$ cat src/rtl/imem_loader_pkg.sv
// rtl/imem_loader_pkg.sv - shared constants for the instruction memory boot loader
//
// Holds the loader state encodings, the core's instruction word width and a
// helper that checks a requested load length against the memory depth.

package imem_loader_pkg;

  // Instruction word width used throughout the core.
  localparam int WORD_W = 32;

  // Loader state encodings (3-bit, legacy-compatible constants).
  localparam logic [2:0] ST_IDLE  = 3'd0;
  localparam logic [2:0] ST_LOAD  = 3'd1;
  localparam logic [2:0] ST_FLUSH = 3'd2;
  localparam logic [2:0] ST_RUN   = 3'd3;
  localparam logic [2:0] ST_ERR   = 3'd4;

  // A load must write at least one word and must not run past the last
  // memory index, so that the write address can never wrap.
  function automatic logic len_ok(input logic [31:0] len, input logic [31:0] words);
    return (len != 32'd0) && (len <= words);
  endfunction

endpackage

$ cat src/rtl/imem_loader.sv
// rtl/imem_loader.sv - boot-time loader that streams a program image into instruction memory
//
// Accepts program words on a valid/ready stream and writes them sequentially
// into the Icache external write port, keeping the core out of run mode until
// the whole image has been written.
//
// Ports:
//   PHI1       in   clock, rising-edge state updates
//   MRST       in   asynchronous active-high reset
//   Start      in   one-cycle load command
//   LoadLen    in   number of words to load, sampled with Start
//   Abort      in   cancels a load in progress
//   DataIn     in   program word
//   DataValid  in   DataIn is valid
//   DataReady  out  loader accepts a word this cycle (combinational)
//   IAddrE     out  zero-extended word index into instruction memory
//   IInE       out  word to write
//   IWriteE    out  write strobe, one cycle per word
//   CpuRun     out  core/Icache run enable
//   Busy       out  loading or flushing
//   Done       out  image loaded, core running
//   Err        out  last Start carried an invalid length
//   WordCount  out  words accepted in the current or last load
//   Checksum   out  XOR of words accepted in the current or last load

module imem_loader
  import imem_loader_pkg::*;
#(
  parameter int WORDS  = 64,
  parameter int ADDR_W = 6
) (
  input  logic                PHI1,
  input  logic                MRST,
  input  logic                Start,
  input  logic [ADDR_W:0]     LoadLen,
  input  logic                Abort,
  input  logic [WORD_W-1:0]   DataIn,
  input  logic                DataValid,
  output logic                DataReady,
  output logic [WORD_W-1:0]   IAddrE,
  output logic [WORD_W-1:0]   IInE,
  output logic                IWriteE,
  output logic                CpuRun,
  output logic                Busy,
  output logic                Done,
  output logic                Err,
  output logic [ADDR_W:0]     WordCount,
  output logic [WORD_W-1:0]   Checksum
);

  logic [2:0]      state;
  logic [ADDR_W:0] load_len;
  logic [ADDR_W:0] next_count;
  logic            start_ok;
  logic            accept;

  // Words are written strictly in order starting at index 0, so the accepted
  // word count doubles as the next write address.
  assign next_count = WordCount + {{ADDR_W{1'b0}}, 1'b1};
  assign start_ok   = len_ok(32'(LoadLen), 32'(WORDS));
  assign accept     = DataValid && (state == ST_LOAD);

  // Status flags are straight decodes of the state register, so they change
  // only on a clock edge or immediately on reset.
  assign DataReady = (state == ST_LOAD);
  assign Busy      = (state == ST_LOAD) || (state == ST_FLUSH);
  assign CpuRun    = (state == ST_RUN);
  assign Done      = (state == ST_RUN);
  assign Err       = (state == ST_ERR);

  always_ff @(posedge PHI1 or posedge MRST) begin
    if (MRST) begin
      state     <= ST_IDLE;
      load_len  <= '0;
      IAddrE    <= '0;
      IInE      <= '0;
      IWriteE   <= 1'b0;
      WordCount <= '0;
      Checksum  <= '0;
    end else begin
      // The strobe is a one-cycle pulse; only an accepted word re-arms it.
      IWriteE <= 1'b0;

      case (state)
        // IDLE, RUN and ERR all react to Start the same way; leaving RUN
        // drops CpuRun on that same edge through the state decode.
        ST_IDLE, ST_RUN, ST_ERR: begin
          if (Start) begin
            if (start_ok) begin
              state     <= ST_LOAD;
              load_len  <= LoadLen;
              WordCount <= '0;
              Checksum  <= '0;
            end else begin
              state <= ST_ERR;
            end
          end
        end

        ST_LOAD: begin
          // Abort wins over a word offered in the same cycle; words already
          // written stay in memory.
          if (Abort) begin
            state <= ST_IDLE;
          end else if (accept) begin
            IAddrE    <= {{(WORD_W-ADDR_W){1'b0}}, WordCount[ADDR_W-1:0]};
            IInE      <= DataIn;
            IWriteE   <= 1'b1;
            WordCount <= next_count;
            Checksum  <= Checksum ^ DataIn;
            if (next_count == load_len) begin
              state <= ST_FLUSH;
            end
          end
        end

        // One idle cycle so the final write is taken by the Icache at the
        // following negedge before the core is released.
        ST_FLUSH: begin
          state <= ST_RUN;
        end

        default: begin
          state <= ST_IDLE;
        end
      endcase
    end
  end

endmodule
$ cat config.mk
export PLATFORM = sky130hd
export DESIGN_NAME = imem_loader
export DESIGN_NICKNAME = d
export VERILOG_FILES = /design/src/rtl/imem_loader_pkg.sv /design/src/rtl/imem_loader.sv
export SDC_FILE = /design/constraint.sdc
export NUM_CORES = 1
export LEC_CHECK = 0
export CAP_MARGIN = 20
export CORE_ASPECT_RATIO = 1.4
export CORE_UTILIZATION = 39
export DETAILED_ROUTE_END_ITERATION = 6
export PLACE_DENSITY = 0.86
export SLEW_MARGIN = 40
export SYNTH_ARGS = -nofsm -noshare
export SYNTH_HDL_FRONTEND = slang
export SYNTH_SLANG_ARGS = --single-unit
$ cat constraint.sdc
create_clock -name PHI1 -period 2.4 [get_ports PHI1]
set_input_delay 0.24 -clock PHI1 [delete_from_list [all_inputs] [get_ports PHI1]]
set_output_delay 0.24 -clock PHI1 [all_outputs]
set_load 0.1 [all_outputs]
==> flow_metrics.env <==
export IMPL_cts_root_buf="clkbuf_16"
export IMPL_critPathMaxStageDelay_ps=540
export IMPL_ys_seq_elements=88
export IMPL_portBuffers=126
export IMPL_clkSinkCount=88
export IMPL_detail_route_antenna_nets=0
export IMPL_dr_first_iter_drc_count=131
export IMPL_via_count=3016
export IMPL_core_area_sq_um=9560
export IMPL_cap_violations=0
export IMPL_most_common_layout_cells="nand2_1 (119), buf_4 (89), dfrtp_1 (88), nor2_1 (43), clkdlybuf4s50_1 (43)"
export IMPL_grt_usage_pct=18.2
export IMPL_antenna_found_initial=0
export IMPL_rows=42
export IMPL_path_cells="clkdlybuf4s50_1 > or4_4 > o31a_1 > or2_1 > o21ai_1 > a31oi_1"
export IMPL_fp_dieH_um=120
export IMPL_fp_dieArea_sq_um=10300
export IMPL_syn_to_final_growth_pct=38.4
export IMPL_required_ps=2600
export IMPL_finalNetCount=564
export IMPL_ys_types=40
export IMPL_clk_path_buf_depth=2
export IMPL_ys_async_sr_fraction_pct=100
export IMPL_rsz0062_at_grt="false"
export IMPL_synthFlopType="dfrtp_1"
export IMPL_setup_viol=0
export IMPL_cts_tree="yes"
export IMPL_timing_final_crit_share_pct=88.0
export IMPL_drive_gt1_share_pct=23.3
export IMPL_critPathArrivalTime_ps=2310
export IMPL_ioPinCount=153
export IMPL_slew_headroom_pct=65.5
export IMPL_critical_path_slowest_cell="or4_4"
export IMPL_cts_setup_buffers=0
export IMPL_crit_type="in -> reg"
export IMPL_gp_congestion=0.825
export IMPL_fin_crit_ps=2110
export IMPL_cts_hold_buf=0
export IMPL_worstSkewPairLatency_ps=330
export IMPL_grt_pass1_wl_um=14500
export IMPL_cts_buffers=9
export IMPL_skew_ps=8.34
export IMPL_chipWidth_um=86.2
export IMPL_grt_overflow_total=0
export IMPL_layout_setup_ws_ps=289
export IMPL_crit_buf_inv=1
export IMPL_avgSynthCellArea_sq_um=9.94
export IMPL_diodes=0
export IMPL_max_freq_mhz=474
export IMPL_final_max_slew_viol_count=0
export IMPL_ys_warnings_count=0
export IMPL_min_path_type="in -> async"
export IMPL_viasPerCell=4.60
export IMPL_worstMarginPinSlew_ps=518
export IMPL_crit_path_end_kind="flop"
export IMPL_tns_ps=0
export IMPL_clk_pin_slew_worst_paths_ps=70
export IMPL_status="finished, final reports clean"
export IMPL_cts_htree_levels=3
export IMPL_drt_pass1_iterations=4
export IMPL_netlist_area_sq_um=3870
export IMPL_post_drt_wl_per_cell_um=13.5
export IMPL_crit_family="simple AND/OR/NAND/NOR gates"
export IMPL_wirelength_um=8840
export IMPL_grt_pass1_vias=3004
export IMPL_seq_area_frac_synth_pct=56.9
export IMPL_holdWs_ps=392
export IMPL_start_util_pct=40.4
export IMPL_final_common_cell="nand2_1"
export IMPL_dpl_worst_slack_ps=-17.3
export IMPL_path_max_fanout=4
export IMPL_dpl_hpwl_um=6330
export IMPL_grt_max_degree=89
export IMPL_hold_violations=0
export IMPL_cts_resized=0
export IMPL_synth_edff_count=0
export IMPL_start_kind="primary input"
export IMPL_drcViolationCount=0
export IMPL_synthCells=389
final cells by class:
cell class	instances	area [sq um]
Tap cell	132	165
Inverter	4	18.8
Fill cell	874	4210
Timing Repair Buffer	135	1160
Multi-Input combinational cell	281	1490
Sequential cell	88	2200
Clock inverter	6	92.6
Clock buffer	10	229
cell usage after synthesis (all sizes together) (2+ instances only):
master    n  share of area [%]
clkbuf    9               0.87
buf      32                6.2
nor3      2               0.55
a21oi     4               0.52
xnor2    10                2.3
o21ai     7               0.91
nor2     43                4.2
inv       4               0.39
a31oi     2               0.32
xor2     35                7.9
a21o      2               0.39
mux2      8                2.3
nand2   120                 12
nand3     4               0.52
dfrtp    88                 57
registers in the layout, indices dropped and copies added, names as in the netlist:
name       flops
WordCount      7
load_len       7
Checksum      32
IWriteE        1
state          3
IInE          32
IAddrE         6
logic make-up after synthesis:
| kind of cell | count (synthesis) | share of synthesized area [%] |
|---|---|---|
| adder cells (fa/ha/maj) | 1 | 0.323 |
| XOR/XNOR | 45 | 10.2 |
| multiplexers | 9 | 2.59 |
| AND/OR/NAND/NOR | 180 | 19.2 |
| other | 1 | 0.0970 |
| AO/OA/AOI/OAI | 20 | 3.20 |
| flip-flops | 88 | 56.9 |
| buffers and inverters | 45 | 7.47 |
routing by layer:
layer	vias up	wire, um	part of all wire [%]	global-route usage (%)
met2	123	4590	52	30.8
met5	-	0	0	0
met1	1441	3500	40	21.4
met4	0	296	3.4	11.0
li1	1432	-	-	-
met3	20	456	5.2	3.09
per-stage QoR:
step,utilization (%),instances,cell area (sq um)
2_1_floorplan,-,414,3980
3_5_place_dp,52.6,640,5030
6_report,56.0,656,5350
5_1_grt,56.0,656,5350
3_3_place_gp,52.6,640,5030
4_1_cts,56.0,656,5350
worst reg2reg max path, stage by stage (launching register included):
cell and delay (ps):
dfrtp_1 450, ha_1 260, and3_1 260, xnor2_1 210, nand4_1 120, a2111oi_0 420
buf_4 190, o21ai_0 70
path summary, 6_finish.rpt:
kind                                           from                       end  slack, ps  cells after the start
hold reg to reg                 IInE[1]$_DFFE_PP0P_       IInE[1]$_DFFE_PP0P_        480                      2
setup reg to reg           WordCount[1]$_DFFE_PP0P_      state[0]$_DFFE_PP0P_        310                      7
setup / recovery                         LoadLen[1]  WordCount[6]$_DFFE_PP0P_        290                      6
min in group PHI1               IInE[1]$_DFFE_PP0P_       IInE[1]$_DFFE_PP0P_        480                      2
max in group asynchronous                      MRST     IAddrE[1]$_DFFE_PP0P_       1660                      3
hold / removal                                 MRST      IInE[27]$_DFFE_PP0P_        390                      3
Power is not shown: default switching activity piles up to over one toggle a cycle in this logic, so the estimate is an artifact.
